File: src/rtl/alu_rs_sched.sv
// Reservation station for the integer ALU: holds calc-class instructions until both
// operands are known (snooping the CDB) and issues the lowest-index ready entry each cycle.
module alu_rs_sched #(
    parameter int RS_SIZE = 8,
    parameter int TYPE_W  = 6,
    parameter int ROB_W   = 4
) (
    input  logic              clk_in,
    input  logic              rst_in,
    input  logic              rdy_in,
    input  logic              clear_in,
    input  logic              disp_valid,
    input  logic [TYPE_W-1:0] disp_type,
    input  logic [31:0]       disp_vj,
    input  logic              disp_qj_busy,
    input  logic [ROB_W-1:0]  disp_qj,
    input  logic [31:0]       disp_vk,
    input  logic              disp_qk_busy,
    input  logic [ROB_W-1:0]  disp_qk,
    input  logic [31:0]       disp_imm,
    input  logic [31:0]       disp_pc,
    input  logic [ROB_W-1:0]  disp_rob,
    output logic              rs_full,
    input  logic              cdb_valid,
    input  logic [ROB_W-1:0]  cdb_rob,
    input  logic [31:0]       cdb_value,
    output logic              alu_valid,
    output logic [TYPE_W-1:0] alu_type,
    output logic [31:0]       alu_v1,
    output logic [31:0]       alu_v2,
    output logic [31:0]       alu_imm,
    output logic [31:0]       alu_pc,
    output logic [ROB_W-1:0]  alu_rob
);
    localparam int IDX_W = (RS_SIZE > 1) ? $clog2(RS_SIZE) : 1;
    localparam int CNT_W = $clog2(RS_SIZE + 1);

    logic [RS_SIZE-1:0] busy_reg;
    logic [RS_SIZE-1:0] qj_busy_reg;
    logic [RS_SIZE-1:0] qk_busy_reg;
    logic [TYPE_W-1:0]  type_reg [RS_SIZE];
    logic [31:0]        vj_reg   [RS_SIZE];
    logic [31:0]        vk_reg   [RS_SIZE];
    logic [ROB_W-1:0]   qj_reg   [RS_SIZE];
    logic [ROB_W-1:0]   qk_reg   [RS_SIZE];
    logic [31:0]        imm_reg  [RS_SIZE];
    logic [31:0]        pc_reg   [RS_SIZE];
    logic [ROB_W-1:0]   rob_reg  [RS_SIZE];
    logic [CNT_W-1:0]   count_reg;
    logic [CNT_W-1:0]   count_next;
    logic               rs_full_reg;

    logic               alu_valid_reg;
    logic [TYPE_W-1:0]  alu_type_reg;
    logic [31:0]        alu_v1_reg;
    logic [31:0]        alu_v2_reg;
    logic [31:0]        alu_imm_reg;
    logic [31:0]        alu_pc_reg;
    logic [ROB_W-1:0]   alu_rob_reg;

    logic [RS_SIZE-1:0] ready;
    logic [RS_SIZE-1:0] wake_j;
    logic [RS_SIZE-1:0] wake_k;
    logic               sel_valid;
    logic [IDX_W-1:0]   sel_idx;
    logic               free_valid;
    logic [IDX_W-1:0]   free_idx;
    logic               accept;
    logic               byp_j;
    logic               byp_k;

    genvar gi;
    generate
        for (gi = 0; gi < RS_SIZE; gi++) begin : g_entry
            assign ready[gi]  = busy_reg[gi] & ~qj_busy_reg[gi] & ~qk_busy_reg[gi];
            assign wake_j[gi] = cdb_valid & busy_reg[gi] & qj_busy_reg[gi] & (qj_reg[gi] == cdb_rob);
            assign wake_k[gi] = cdb_valid & busy_reg[gi] & qk_busy_reg[gi] & (qk_reg[gi] == cdb_rob);
        end
    endgenerate

    // Scan downwards so the last hit is the lowest index.
    always_comb begin
        sel_valid  = 1'b0;
        sel_idx    = '0;
        free_valid = 1'b0;
        free_idx   = '0;
        for (int i = RS_SIZE - 1; i >= 0; i--) begin
            if (ready[i]) begin
                sel_valid = 1'b1;
                sel_idx   = IDX_W'(i);
            end
            if (!busy_reg[i]) begin
                free_valid = 1'b1;
                free_idx   = IDX_W'(i);
            end
        end
    end

    assign accept     = disp_valid & ~rs_full_reg & free_valid;
    assign byp_j      = disp_qj_busy & cdb_valid & (cdb_rob == disp_qj);
    assign byp_k      = disp_qk_busy & cdb_valid & (cdb_rob == disp_qk);
    assign count_next = count_reg + CNT_W'(accept) - CNT_W'(sel_valid);

    always_ff @(posedge clk_in) begin
        if (rst_in || clear_in) begin
            busy_reg      <= '0;
            count_reg     <= '0;
            rs_full_reg   <= 1'b0;
            alu_valid_reg <= 1'b0;
            alu_type_reg  <= '0;
            alu_v1_reg    <= '0;
            alu_v2_reg    <= '0;
            alu_imm_reg   <= '0;
            alu_pc_reg    <= '0;
            alu_rob_reg   <= '0;
        end else if (rdy_in) begin
            for (int i = 0; i < RS_SIZE; i++) begin
                if (wake_j[i]) begin
                    vj_reg[i]      <= cdb_value;
                    qj_busy_reg[i] <= 1'b0;
                end
                if (wake_k[i]) begin
                    vk_reg[i]      <= cdb_value;
                    qk_busy_reg[i] <= 1'b0;
                end
            end
            alu_valid_reg <= sel_valid;
            if (sel_valid) begin
                busy_reg[sel_idx] <= 1'b0;
                alu_type_reg      <= type_reg[sel_idx];
                alu_v1_reg        <= vj_reg[sel_idx];
                alu_v2_reg        <= vk_reg[sel_idx];
                alu_imm_reg       <= imm_reg[sel_idx];
                alu_pc_reg        <= pc_reg[sel_idx];
                alu_rob_reg       <= rob_reg[sel_idx];
            end
            // The free slot is never the issuing one, so a freed slot is reused only next cycle.
            if (accept) begin
                busy_reg[free_idx]    <= 1'b1;
                type_reg[free_idx]    <= disp_type;
                vj_reg[free_idx]      <= byp_j ? cdb_value : disp_vj;
                qj_busy_reg[free_idx] <= disp_qj_busy & ~byp_j;
                qj_reg[free_idx]      <= disp_qj;
                vk_reg[free_idx]      <= byp_k ? cdb_value : disp_vk;
                qk_busy_reg[free_idx] <= disp_qk_busy & ~byp_k;
                qk_reg[free_idx]      <= disp_qk;
                imm_reg[free_idx]     <= disp_imm;
                pc_reg[free_idx]      <= disp_pc;
                rob_reg[free_idx]     <= disp_rob;
            end
            count_reg   <= count_next;
            rs_full_reg <= (count_next == CNT_W'(RS_SIZE));
        end
    end

    assign rs_full   = rs_full_reg;
    assign alu_valid = alu_valid_reg;
    assign alu_type  = alu_type_reg;
    assign alu_v1    = alu_v1_reg;
    assign alu_v2    = alu_v2_reg;
    assign alu_imm   = alu_imm_reg;
    assign alu_pc    = alu_pc_reg;
    assign alu_rob   = alu_rob_reg;
endmodule

File: config.mk
export PLATFORM = sky130hd
export DESIGN_NAME = alu_rs_sched
export DESIGN_NICKNAME = d
export VERILOG_FILES = /design/src/rtl/alu_rs_sched.sv
export SDC_FILE = /design/constraint.sdc
export NUM_CORES = 2
export LEC_CHECK = 0
export ABC_AREA = 0
export CAP_MARGIN = 10
export CORE_UTILIZATION = 45
export DETAILED_ROUTE_END_ITERATION = 16
export PLACE_DENSITY = 0.7
export SYNTH_ARGS = -nofsm -noshare
export SYNTH_HDL_FRONTEND = slang
export SYNTH_SLANG_ARGS = --single-unit
File: constraint.sdc
create_clock -name clk_in -period 6.3 [get_ports clk_in]
set_clock_uncertainty 0.2 [all_clocks]
set_input_delay 1.26 -clock clk_in [delete_from_list [all_inputs] [get_ports clk_in]]
set_output_delay 1.26 -clock clk_in [all_outputs]
set_load 0.02 [all_outputs]
---- Yosys cells after proc, flatten, opt, wreduce, memory -nomap -nowiden ----
Memories as Yosys holds them, arrays and structs flattened. A register that Yosys moved wholly into a read port is not among the register bits.
Cells that the tools add are included.
Widths: inputs -> output; s select.
operators by class
  bitwise logic cells ..................... 87
  equal/unequal tests ..................... 19
  reduce and logical (&&, ||, !) cells .... 5
  magnitude comparators ................... 4
  muxes and demuxes ....................... 162
  add/subtract/negate cells ............... 2
operator list
  cell                number
  $mux 1              134
  $eq 4x4->1          18
  $and 1x1->1         64
  $mux 32             2
  $mux 3              16
  $mux 8              6
  $not 1->1           20
  $bwmux 8            2
  $and 8x8->8         1
  $lt 3x4->1 const B  2
  $not 8->8           1
  $or 8x8->8          1
  $demux 1 s3         2
  $ge 3x1->1 const B  2
  $add 4x1->4         1
  $eq 4x4->1 const B  1
  $reduce_and 2->1    2
  $sub 4x1->4         1
  $logic_and 1x1->1   2
  $logic_or 1x1->1    1
word-level totals
  memories ................................ 8
  word-level logic and storage cells ...... 293
  output and inout bits ................... 140
  input port bits ......................... 190
  bits in registers ....................... 30
  bits in writable memories ............... 1,168
memory list
  memory       depth  width  read ports  clocked after Yosys merged registers in  wr ports  line  text
  imm_reg      8      32     1           1                                        1         46    logic [31:0] imm_reg [RS_SIZE];
  pc_reg       8      32     1           1                                        1         47    logic [31:0] pc_reg [RS_SIZE];
  vj_reg       8      32     1           1                                        9         42    logic [31:0] vj_reg [RS_SIZE];
  vk_reg       8      32     1           1                                        9         43    logic [31:0] vk_reg [RS_SIZE];
  type_reg     8      6      1           1                                        1         41    logic [TYPE_W-1:0] type_reg [RS_SIZE];
  qj_reg       8      4      8           0                                        1         44    logic [ROB_W-1:0] qj_reg [RS_SIZE];
  +2 memories  n/a    n/a    n/a         n/a                                      n/a       n/a

---- Depth between registers and ports, before layout ----
  word-level depth ........................ 22
  mapped depth ............................ 15
  mapped depth without buffers ............ 12

---- Worst setup path before layout ----
No wires, ideal clock.
  path type ............................... in2reg
  start point ............................. input port clear_in
  end point ............................... memory imm_reg[6][0] (enable)
  path buffers ............................ 2
  data arrival time ....................... 5.588 ns
  data required time ...................... 5.577 ns
  path slack .............................. -0.011 ns
  cell stages on the path ................. 5
  library setup time ...................... 0.523 ns
  cell sequence ........................... nor2_2 > nand2_1 > clkbuf_1 > clkbuf_1 > nor2_1
between the ends
  cells in the longest elaborated chain, start to end .. 3
RTL lines
  what                          line  text
  from (decl)                   11    input logic clear_in,
  $logic_or 1x1->1              105   if (rst_in || clear_in) begin
  $mux 1                        105
  $mux 1 (implied by the code)  147   imm_reg[free_idx] <= disp_imm;
  to (decl)                     46
No other way between the ends.

---- Final worst setup path ----
  start point ............................. register busy_reg[0]
  end point ............................... register alu_imm_reg[21], in the netlist alu_imm[21] (read register of imm_reg)
between the ends
  cells in the longest elaborated chain, start to end .. 4
  elaborated cells on any way between the ends .. 5
  classes of those cells .................. 2 x mux; 2 x bitwise; 1 x reduce/logical
RTL lines
  what                               line  text
  from (decl)                        38    logic [RS_SIZE-1:0] busy_reg;
  from (signal assigned)             106   busy_reg <= '0;
  from (signal, indexed assignment)  129   busy_reg[sel_idx] <= 1'b0;
  from (signal, indexed assignment)  139   busy_reg[free_idx] <= 1'b1;
  $and 1x1->1 * (2 in a row)         75    assign ready[gi] = busy_reg[gi] & ~qj_busy_reg[gi] & ~qk_busy_reg[gi];
  $mux 1                             88    if (ready[i]) begin
  $reduce_and 2->1 (no line)         n/a
  to (decl)                          57    logic [31:0] alu_imm_reg;
Every way passes the cells marked *; elsewhere a longest branch is shown, timed or not.
A chain may end at the register's enable or synchronous reset.

==> summary.md <==
| Metric | Value |
|---|---|
| Max Cap Viol | 0 |
| # nets final | 4293 |
| CTS root buffer | clkbuf_16 |
| Fillers | 10080 |
| R2R depth | 7 |
| Chip Width | 356.6 um |
| Crit-path slowest cell | nand2_4 |
| CTS clk-pin slew, worst paths | 60 ps |
| Crit Path Max Fanout | 92 |
| Vias per cell | 6.070 |
| GPL Wtd Cong | 0.8491 |
| Initial antenna violation count | 29 |
| Vias in the first global route | 35580 |
| IO Pins | 330 |
| DR pass1 iterations | 5 |
| Critical Path Source Type | flop |
| Worst vdd ir | 0.2934 mV |
| Final ANT Viol Nets | 0 |
| CP Launch Point | busy_reg[0]$_SDFFE_PN0P_ |
| Setup TNS | 0 ps |
| DP Wirelength | 89980 um |
| Largest net degree at the start of global routing | 168 |
| Async S/R FF share, synth | 0% |
| Post-CTS sizing | 0 |
| Later-pin clock latency in the skew report | 780 ps |
| #FFs+latches synth | 1336 |
| Sequential area share after synthesis | 68.21% |
| DR vias | 35600 |
| Outcome | finished, final reports clean |
| Die area | 127200 um2 |
| CTS tree | yes |
| Detailed Route Iter0 Violations | 3581 |
| Leak Pwr | 21.50 nW |
| Hold Path Class | flop to flop |
| WP depth | 7 |
| Worst Setup Path Type | flop to flop |
| CP top delay family | simple AND/OR/NAND/NOR gates |
| Post-Synthesis Cells | 3840 |
| Endpoint class of the critical path | flop |
| Crit path DAT | 4750 ps |
| Int Pwr | 14.84 mW |
| Number of synthesized flops with an enable pin | 1184 |
| Post-synth cell types | 70 |
| Setup bufs post-CTS | 0 |
| Mapped Nets | 4035 |
| Area Growth Syn to Fin | 17.33% |
| Reg power frac | 51.7% |
| Cell Area, Synth | 56590 um2 |
| Layout cells sized above 1 | 22.14% |
| Combinational power share | 3.4% |
| Net Sw Frac | 20.64% |
| TritonCTS Buffers | 142 |
| Psw | 3.859 mW |
| Predominant post-synthesis flop cell | edfxtp_1 |
| Buf/Inv on CP | 1 |
| Worst-Margin Slew | 1210 ps |
| Post-CTS Hold Fix Bufs | 0 |
| Hold WS | 261.3 ps |
| Final WL | 161200 um |
| Period Utilization, post-route | 67.79% |
| First-pass GRT wire length | 235600 um |
| Core Area | 124300 um2 |
| DIE HEIGHT | 356.6 um |
| Clock Path Buffers | 3 |
| Register-to-register setup slack | 2030 ps |
| Htree depth | 4 |
| Placement Cell Area | 61670 um2 |
| CP endpoint | alu_imm[21]$_SDFFE_PN0P_ |
| Avg WL per Cell | 27.48 um |
| I/O Buffers | 329 |
| Global router's overall resource usage | 25.03% |
| Clock power frac | 44.9% |
| Tmin final | 4271 ps |
| Fin area | 66390 um2 |
| RSZ-0062 raised after global routing | no |
| CP max stage delay | 740 ps |
| Final Max Tran Viols | 0 |
| Final setup vio count | 0 |
| Critical Path RT | 6780 ps |
| Ys Warns | 0 |
| Pwr dens | 281.7 nW/um2 |
| Row count | 129 |
| R2r startpoint | busy_reg[0]$_SDFFE_PN0P_ |
| Starting Density | 45.53% |
| Crit-path cells | or3b_2 > nand2_4 > o41a_4 > and2_1 > nand2_8 > buf_12 > o211ai_1 |
| DRC Markers | 0 |
| Avg Cell Area, Syn | 14.74 um2 |
| Final count of hold timing violations | 0 |
| Clock sink count | 1336 |
| Max Fclk | 0.2342 GHz |
| Slew margin rel. | 19.34% |
| FF-to-FF End | alu_imm[21]$_SDFFE_PN0P_ |
| GRT Residual Overflow | 0 |
## metrics by stage
stage          setup slack [ps]  std cells  utilization, %  power [mW]
2_1_floorplan             51.51       3840               -       10.14
3_3_place_gp               1486       5591           49.62       10.46
3_5_place_dp               1470       5591           49.62       10.48
4_1_cts                    2029       5856           53.40       18.81
5_1_grt                    1909       5860           53.41       19.19
6_report                   2029       5866           53.42       18.70
## power by group through the flow
stage	clock network, mW	registers [mW]	logic (mW)
after global routing	8.85	9.66	0.673
after global placement	0	9.85	0.609
final	8.40	9.67	0.632
after floorplan	0	9.86	0.287
after detailed placement	0	9.86	0.625
after CTS	8.51	9.67	0.629
## tightest hold or removal path, delay by kind of cell, from the launching register on
family	cells	cell delay [ps]
flops	1	320
compound gates	1	50
simple gates	1	60
## how the worst min path moves through the flow
| stage | cells after the start | slack, ps | startpoint | endpoint |
|---|---|---|---|---|
| global placement | 2 | 250 | alu_pc[7]$_SDFFE_PN0P_ | alu_pc[7]$_SDFFE_PN0P_ |
| finish | 2 | 260 | alu_pc[7]$_SDFFE_PN0P_ | alu_pc[7]$_SDFFE_PN0P_ |
| global route | 2 | 280 | alu_pc[12]$_SDFFE_PN0P_ | alu_pc[12]$_SDFFE_PN0P_ |
| CTS | 2 | 270 | alu_pc[10]$_SDFFE_PN0P_ | alu_pc[10]$_SDFFE_PN0P_ |
| detailed placement | 2 | 250 | alu_pc[7]$_SDFFE_PN0P_ | alu_pc[7]$_SDFFE_PN0P_ |
| floorplan | 2 | 260 | count_reg[2]$_SDFFE_PN0P_ | count_reg[2]$_SDFFE_PN0P_ |
## per-layer routing
metal | vias to the layer above | track usage [%] | part of all wire [%]
met5 | - | 0 | 0.12
met2 | 1595 | 42.28 | 50
met3 | 299 | 6.000 | 8.6
met1 | 18130 | 31.50 | 38
met4 | 32 | 8.318 | 2.8
li1 | 15540 | - | -
## cells in the mapped netlist (5+ instances only)
cell type / instances / share of area [%]
edfxtp_1: 1184 / 63
mux2_2: 450 / 9.0
nand2_1: 290 / 1.9
nor2_1: 184 / 1.2
a21oi_1: 152 / 1.3
dfxtp_1: 152 / 5.4
nand3_1: 152 / 1.3
a22o_1: 149 / 2.3
clkbuf_1: 141 / 0.94
a22oi_1: 139 / 1.8
a221oi_1: 136 / 2.1
buf_2: 130 / 1.1
o21ai_1: 111 / 0.98
o211ai_1: 96 / 1.3
mux2_4: 60 / 1.6
xor2_1: 55 / 0.85
o211ai_2: 41 / 0.91
o21ai_0: 31 / 0.27
buf_6: 25 / 0.50
xnor2_1: 21 / 0.33
nand4_1: 16 / 0.18
inv_1: 14 / 0.093
nor4_1: 12 / 0.13
buf_1: 8 / 0.053
and2_1: 7 / 0.077
a31o_2: 6 / 0.093
buf_4: 6 / 0.080
or4_1: 5 / 0.066
## cell type report
type,instances,area (um2),share of cell area [%]
Clock buffer,200,4013,6.044
Inverter,14,62.56,0.09423
Antenna cell,10,25.02,0.03769
Timing Repair Buffer,424,4257,6.411
Multi-Input combinational cell,2180,16700,25.16
Tap cell,1637,2048,3.085
Sequential cell,1336,38600,58.13
Clock inverter,65,688.2,1.036
## cells by family after synthesis
logic type / count (synthesis) / share of synthesized area, %
xor gates and xnor gates: 76 / 1.176
and+or+nand+nor: 703 / 5.501
muxes: 516 / 10.66
AOI/OAI and AO/OA: 880 / 11.52
DFF: 1336 / 68.21
adders and majority gates: 5 / 0.1238
buffers and inverters: 324 / 2.808
## placed cells by master (no fill, tap or decap), types with 35 or more instances in the layout
cell type	synthesis	layout
a22oi_1	139	139
clkbuf_1	141	35
nand2_1	290	286
dfxtp_1	152	152
a221oi_1	136	136
o211ai_1	96	96
nor2_1	184	161
o21ai_1	111	111
edfxtp_1	1184	1184
a22o_1	149	149
clkdlybuf4s50_1	0	329
mux2_4	60	60
xor2_1	55	55
a21oi_1	152	148
buf_4	6	75
mux2_2	450	450
nand3_1	152	148
o211ai_2	41	41
clkbuf_16	0	143
(Power assumes the default switching activity.)
